$ cat src/rtl/div_scheduler_pkg.sv
// rtl/div_scheduler_pkg.sv - shared types and default sizes for the division scheduler
package div_sched_pkg;

   localparam int DEF_N       = 4;
   localparam int DEF_M       = 2;
   localparam int DEF_TIMEOUT = 4 * DEF_N + 8;

   // Quotient returned on divide-by-zero; truncated to the operand width at use.
   localparam logic [31:0] DBZ_QUOT = 32'hFFFF_FFFF;

   typedef enum logic [1:0] {
      IDLE,
      LAUNCH,
      WAIT,
      RESP
   } sched_state_e;

endpackage

$ cat src/rtl/div_scheduler_if.sv
// rtl/div_scheduler_if.sv - requester-side request/response bundle of the division scheduler
interface div_scheduler_if #(
   parameter int N = div_sched_pkg::DEF_N,
   parameter int M = div_sched_pkg::DEF_M
);

   logic [M-1:0]   req_valid;
   logic [M*N-1:0] req_dividend;
   logic [M*N-1:0] req_divisor;
   logic [M-1:0]   req_ready;
   logic [M-1:0]   resp_valid;
   logic [N-1:0]   resp_q;
   logic [N-1:0]   resp_r;
   logic           resp_err;

   // Requesters drive operands and consume accepts/results.
   modport master (
      output req_valid, req_dividend, req_divisor,
      input  req_ready, resp_valid, resp_q, resp_r, resp_err
   );

   // The scheduler consumes requests and returns accepts/results.
   modport slave (
      input  req_valid, req_dividend, req_divisor,
      output req_ready, resp_valid, resp_q, resp_r, resp_err
   );

endinterface

$ cat src/rtl/div_scheduler_rr_arbiter.sv
// rtl/div_scheduler_rr_arbiter.sv - combinational round-robin pick starting after the last grant
module rr_arbiter #(
   parameter int M = 2
) (
   input  logic [M-1:0]         req,
   input  logic [$clog2(M)-1:0] last_grant,
   output logic [M-1:0]         grant,
   output logic [$clog2(M)-1:0] grant_idx
);

   localparam int IW = $clog2(M);

   logic found;

   // Scan requesters above the last grant first, then wrap around to the low end.
   always_comb begin
      grant     = '0;
      grant_idx = '0;
      found     = 1'b0;
      for (int i = 0; i < M; i++) begin
         if (!found && (i > int'(last_grant)) && req[i]) begin
            found     = 1'b1;
            grant[i]  = 1'b1;
            grant_idx = IW'(i);
         end
      end
      for (int i = 0; i < M; i++) begin
         if (!found && (i <= int'(last_grant)) && req[i]) begin
            found     = 1'b1;
            grant[i]  = 1'b1;
            grant_idx = IW'(i);
         end
      end
   end

endmodule

$ cat src/rtl/div_scheduler.sv
// rtl/div_scheduler.sv - shares one divider between M requesters with a watchdog per job
module div_scheduler
   import div_sched_pkg::*;
#(
   parameter int N       = DEF_N,
   parameter int M       = DEF_M,
   parameter int TIMEOUT = DEF_TIMEOUT
) (
   input  logic           clk,
   input  logic           rst,
   div_scheduler_if.slave bus,
   output logic           div_start,
   output logic [N-1:0]   div_dividend,
   output logic [N-1:0]   div_divisor,
   input  logic           div_done,
   input  logic [N-1:0]   div_q,
   input  logic [N-1:0]   div_r
);

   localparam int IW = $clog2(M);
   localparam int WW = $clog2(TIMEOUT + 1);

   sched_state_e  state;
   logic [IW-1:0] last_grant;
   logic [IW-1:0] owner;
   logic [IW-1:0] grant_idx;
   logic [M-1:0]  grant;
   logic [WW-1:0] wd;
   logic [M-1:0]  resp_valid_q;
   logic [N-1:0]  resp_q_q;
   logic [N-1:0]  resp_r_q;
   logic          resp_err_q;
   logic          div_start_q;
   logic [N-1:0]  dividend_q;
   logic [N-1:0]  divisor_q;
   logic [N-1:0]  sel_dividend;
   logic [N-1:0]  sel_divisor;

   rr_arbiter #(.M(M)) u_arb (
      .req        (bus.req_valid),
      .last_grant (last_grant),
      .grant      (grant),
      .grant_idx  (grant_idx)
   );

   // Pick the winning requester's operand slices.
   always_comb begin
      sel_dividend = '0;
      sel_divisor  = '0;
      for (int i = 0; i < M; i++) begin
         if (grant[i]) begin
            sel_dividend = bus.req_dividend[i*N +: N];
            sel_divisor  = bus.req_divisor[i*N +: N];
         end
      end
   end

   // Accept is only offered from IDLE and never while reset is held.
   assign bus.req_ready  = ((state == IDLE) && rst) ? grant : '0;
   assign bus.resp_valid = resp_valid_q;
   assign bus.resp_q     = resp_q_q;
   assign bus.resp_r     = resp_r_q;
   assign bus.resp_err   = resp_err_q;
   assign div_start      = div_start_q;
   assign div_dividend   = dividend_q;
   assign div_divisor    = divisor_q;

   // Job sequencer: accept, launch, wait for done or watchdog, respond to the owner.
   always_ff @(posedge clk or negedge rst) begin
      if (!rst) begin
         state        <= IDLE;
         last_grant   <= IW'(M - 1);
         owner        <= '0;
         wd           <= '0;
         resp_valid_q <= '0;
         resp_q_q     <= '0;
         resp_r_q     <= '0;
         resp_err_q   <= 1'b0;
         div_start_q  <= 1'b0;
         dividend_q   <= '0;
         divisor_q    <= '0;
      end else begin
         div_start_q  <= 1'b0;
         resp_valid_q <= '0;
         case (state)
            IDLE: begin
               if (grant != '0) begin
                  dividend_q <= sel_dividend;
                  divisor_q  <= sel_divisor;
                  owner      <= grant_idx;
                  last_grant <= grant_idx;
                  if (sel_divisor == '0) begin
                     // Divide-by-zero never reaches the divider.
                     resp_q_q     <= N'(DBZ_QUOT);
                     resp_r_q     <= sel_dividend;
                     resp_err_q   <= 1'b1;
                     resp_valid_q <= grant;
                     state        <= RESP;
                  end else begin
                     div_start_q <= 1'b1;
                     state       <= LAUNCH;
                  end
               end
            end
            LAUNCH: begin
               wd    <= '0;
               state <= WAIT;
            end
            WAIT: begin
               if (div_done) begin
                  // A done pulse in the final watchdog cycle still wins.
                  resp_q_q     <= div_q;
                  resp_r_q     <= div_r;
                  resp_err_q   <= 1'b0;
                  resp_valid_q <= M'(1) << owner;
                  state        <= RESP;
               end else if (wd == WW'(TIMEOUT - 1)) begin
                  resp_q_q     <= '0;
                  resp_r_q     <= '0;
                  resp_err_q   <= 1'b1;
                  resp_valid_q <= M'(1) << owner;
                  state        <= RESP;
               end else if (wd != WW'(TIMEOUT)) begin
                  wd <= wd + WW'(1);
               end
            end
            RESP: begin
               state <= IDLE;
            end
            default: begin
               state <= IDLE;
            end
         endcase
      end
   end

endmodule

$ cat src/flat_wrapper.sv
// flat-port wrapper written by rule: the top's interface ports become plain ports
module div_scheduler_flat import div_sched_pkg::*;
#(
   parameter int N       = DEF_N,
   parameter int M       = DEF_M,
   parameter int TIMEOUT = DEF_TIMEOUT
)
  (clk, rst, div_start, div_dividend, div_divisor, div_done, div_q, div_r, bus_req_valid, bus_req_dividend, bus_req_divisor, bus_req_ready, bus_resp_valid, bus_resp_q, bus_resp_r, bus_resp_err);
  div_scheduler_if #(.N(N), .M(M)) bus_i ();
  input  logic clk;
  input  logic rst;
  output logic div_start;
  output logic [N-1:0] div_dividend;
  output logic [N-1:0] div_divisor;
  input  logic div_done;
  input  logic [N-1:0] div_q;
  input  logic [N-1:0] div_r;
  input wire logic [$bits(bus_i.req_valid)-1:0] bus_req_valid;
  input wire logic [$bits(bus_i.req_dividend)-1:0] bus_req_dividend;
  input wire logic [$bits(bus_i.req_divisor)-1:0] bus_req_divisor;
  output wire logic [$bits(bus_i.req_ready)-1:0] bus_req_ready;
  output wire logic [$bits(bus_i.resp_valid)-1:0] bus_resp_valid;
  output wire logic [$bits(bus_i.resp_q)-1:0] bus_resp_q;
  output wire logic [$bits(bus_i.resp_r)-1:0] bus_resp_r;
  output wire logic [$bits(bus_i.resp_err)-1:0] bus_resp_err;
  assign bus_i.req_valid = bus_req_valid;
  assign bus_i.req_dividend = bus_req_dividend;
  assign bus_i.req_divisor = bus_req_divisor;
  assign bus_req_ready = bus_i.req_ready;
  assign bus_resp_valid = bus_i.resp_valid;
  assign bus_resp_q = bus_i.resp_q;
  assign bus_resp_r = bus_i.resp_r;
  assign bus_resp_err = bus_i.resp_err;
  div_scheduler #(.N(N), .M(M), .TIMEOUT(TIMEOUT)) u_core (.clk(clk), .rst(rst), .bus(bus_i), .div_start(div_start), .div_dividend(div_dividend), .div_divisor(div_divisor), .div_done(div_done), .div_q(div_q), .div_r(div_r));
endmodule
$ cat config.mk
export PLATFORM = sky130hd
export DESIGN_NAME = div_scheduler_flat
export DESIGN_NICKNAME = d
export VERILOG_FILES = /design/src/rtl/div_scheduler_pkg.sv /design/src/rtl/div_scheduler_if.sv /design/src/rtl/div_scheduler_rr_arbiter.sv /design/src/rtl/div_scheduler.sv /design/src/flat_wrapper.sv
export SDC_FILE = /design/constraint.sdc
export NUM_CORES = 1
export LEC_CHECK = 0
export BUFFER_PORTS_ARGS = -buffer_cell sky130_fd_sc_hd__buf_4
export CAP_MARGIN = 20
export CORE_MARGIN = 2
export CORE_UTILIZATION = 56
export CTS_BUF_LIST = sky130_fd_sc_hd__clkbuf_4 sky130_fd_sc_hd__clkbuf_8
export DETAILED_ROUTE_END_ITERATION = 8
export GPL_ROUTABILITY_DRIVEN = 0
export GPL_TIMING_DRIVEN = 0
export PLACE_DENSITY = 0.87
export SLEW_MARGIN = 20
export SYNTH_ARGS = -nofsm -noshare
export SYNTH_HDL_FRONTEND = slang
export SYNTH_SLANG_ARGS = --single-unit
$ cat constraint.sdc
create_clock -name clk -period 6 [get_ports clk]
set_input_delay 0.6 -clock clk [delete_from_list [all_inputs] [get_ports clk]]
set_output_delay 0.6 -clock clk [all_outputs]
set_load 0.01 [all_outputs]
==> run_results.csv <==
group,metric,value,unit
setup_path,rr_startpoint,"u_core.wd[0]$_DFFE_PN0P_",
sta,tns,0,ps
synth,synth_nets,185,
setup_path,cp_max_fo,10,
flow_run,maxCapViolations,0,
finish,area_growth,29.2,%
synth,synth_top_family_by_area,"compound AO/OA/AOI/OAI gates",
global_routing,grt_use_total,24.7,%
global_routing,grt_pass1_vias,1394,
cts,cts_hold_buf,0,
sta,fmaxAchievable,0.395,GHz
synth,synth.distinct_cells,40,
synth,yosys_register_bits,29,
cts,cts_tree,"done",
sta,setup_viol,0,
cts,cts_setup_buffers,0,
sta,hold_violations,0,
drt,avgViaCountPerCell,5.97,
cts,cts-root-buf,"clkbuf_4",
finish,fin_util,75.3,%
cts,path_clk_slew,100,ps
cts,cts_resized,0,
die,die_y,57.1,um
finish,drive_above_1_share,34.1,%
drt,vias,1427,
global_routing,grt_start_max_net_pins,32,
synth,synth_seq_area_share,46.0,%
finish,final_common_cell,"buf_4",
setup_path,r2r_slack,3840,ps
synth,synth_area_leader_cell,"dfrtp_1",
power_and_ir_drop,leakagePower,0.970,nW
setup_path,rr_worst_depth,5,
setup_path,path_depth,5,
die,rows,19,
synth,syn_area,0.00158,mm2
cts,clock_path_buffers,2,
cts,clock_sinks,29,
synth,synthXorXnorAreaFrac,0,%
cts,numCtsBuffers,5,
setup_path,cp_common_cell,"clkbuf_1",
synth,ys_top_cells_by_area,"dfrtp_1 (44%), mux2_4 (8.6%), o21ai_0 (4.8%)",
sta,period_minus_slack,2530,ps
synth,yosys_warnings,0,
sta,grt_setup_unrepaired,"false",
setup_path,critPathSlowestCell,"a21boi_1",
global_routing,grt_pass1_wl,6170,um
drt,drt_iter0_drc,46,
finish,mostFrequentLayoutCells,"buf_4 (49), dfrtp_1 (28), nand2_1 (19)",
finish,diodes,0,
synth,synth_top_area_share,44.3,%
synth,avgSynthCellArea,10.5,um2
setup_path,cp.required,5400,ps
sta,period_share,42.2,%
drt,drcViolationCount,0,
cts,cts_htree_levels,2,
outcome,status,"complete, no violations",
setup_path,critPathLaunchType,"input pin",
placed_design,place_ws,3500,ps
sta,tightestPinTransition,508,ps
sta,maxSlewViolCount,0,
die,coreArea,0.00271,mm2
die,die_area,0.00326,mm2
setup_path,path_delay_family,"buffers and inverters",
synth,synthAdderAreaFrac,3.96,%
placed_design,dpl.hpwl,2740,um
setup_path,worstPathCellList,"clkbuf_1 -> a21boi_1 -> clkbuf_1 -> and3_1 -> buf_4",
drt,wl_per_cell,15.6,um
global_routing,grt.overflow.total,0,
setup_path,end_kind,"primary output",
synth,synth-simple-area-share,14.6,%
power_and_ir_drop,p_per_area,464,mW/mm2
die,start_util,58.3,%
synth,muxShareOfSynthArea,9.82,%
placed_design,portBuffers,49,
drt,drt-total-wl,3740,um
power_and_ir_drop,max-vdd-ir-drop,0.328,mV
setup_path,cp.arrival,1930,ps
sta,max_slew_margin,66.1,%
setup_path,critPathKind,"in -> out",
sta,clock_skew,6.92,ps
cts,clock_latency,330,ps
die,fp.dieW,57.1,um
synth,synth_compound_area_share,22.2,%
worst_hold_path,min_path_type,"in -> async",
sta,timing.final.ws_setup,3470,ps
die,io_pins,51,
setup_path,critPathBufInv,3,
setup_path,r2r_end,"u_core.bus.resp_q[2]$_DFFE_PN0P_",
global_routing,antenna_found_initial,0,
drt,drt-pass1-iter-count,4,
synth,synth_cells,151,
finish,nets,241,
setup_path,slowest_delay,390,ps
setup_path,crit_path_start,"bus_req_valid[0]",
drt,ant_nets,0,
[logic make-up (layout without fill, tap and decap cells)]
| logic type | after synthesis | after routing |
|---|---|---|
| flops | 29 | 29 |
| fa+ha+maj | 5 | 5 |
| mux | 11 | 11 |
| compound gates | 47 | 47 |
| buf+inv | 14 | 71 |
| simple gates | 45 | 45 |
[Yosys cell counts, drive strengths merged]
| cell | instances |
|---|---|
| nand2b | 2 |
| mux2 | 9 |
| clkbuf | 8 |
| o31ai | 2 |
| nor2b | 1 |
| o221ai | 1 |
| a31oi | 2 |
| dfrtp | 28 |
| o22ai | 1 |
| a32oi | 5 |
| nor2 | 4 |
| a21o | 1 |
| and2 | 1 |
| nand3 | 7 |
| a22oi | 5 |
| o22a | 1 |
| a21oi | 5 |
| or3 | 1 |
| a21boi | 1 |
| a22o | 2 |
| or2 | 1 |
| dfstp | 1 |
| a2bb2oi | 1 |
| nor3b | 1 |
| nand2 | 19 |
| o21ai | 17 |
| nand4b | 1 |
| or4 | 4 |
| and4b | 1 |
| a41o | 1 |
| and3 | 2 |
| a32o | 1 |
| mux2i | 2 |
| ha | 5 |
| inv | 6 |
| o21a | 1 |
[per-stage QoR]
stage	hold WS, ps	power (mW)	cell area, um2	std cells
2_1_floorplan	304	0.656	1580	151
3_3_place_gp	470	0.806	1990	231
3_5_place_dp	476	0.833	1990	231
4_1_cts	188	0.950	2040	239
5_1_grt	181	1.01	2040	239
6_report	175	0.947	2040	239
[how the worst max path moves through the flow]
stage,end,slack [ps]
final,bus_req_ready[1],3470
after global routing,bus_req_ready[1],3300
after CTS,bus_req_ready[1],3470
after detailed placement,bus_req_ready[1],3500
after global placement,bus_req_ready[1],3530
after floorplan,bus_req_ready[1],3760
[flip-flops by register name, indices dropped and copies added, names as in the netlist]
register,cells
u_core.div_divisor,4
u_core.bus.resp_valid,2
u_core.div_dividend,4
u_core.div_start,1
u_core.state,2
u_core.bus.resp_err,1
u_core.owner,1
u_core.last_grant,1
u_core.bus.resp_q,4
u_core.wd,5
u_core.bus.resp_r,4
[metal layers]
metal	vias up	wire [um]	global-route usage [%]
met1	676	1460	29.3
met4	0	66	7.64
met5	-	0	0
li1	672	-	-
met3	9	314	7.94
met2	70	1890	42.7
[area by class of cell]
type                            instances  area, um2
Tap cell                               31       38.8
Multi-Input combinational cell        108        801
Inverter                                6       22.5
Clock inverter                          3       17.5
Clock buffer                            5       37.5
Sequential cell                        29        727
Buffer                                  8       30.0
Fill cell                             204        668
Timing Repair Buffer                   49        368
[power breakdown]
part | internal (mW) | total [mW] | switching (mW)
Sequential | 0.274 | 0.324 | 0.0505
Clock | 0.0441 | 0.114 | 0.0702
Combinational | 0.250 | 0.508 | 0.258
Total | 0.568 | 0.947 | 0.379
(Power assumes the default switching activity.)
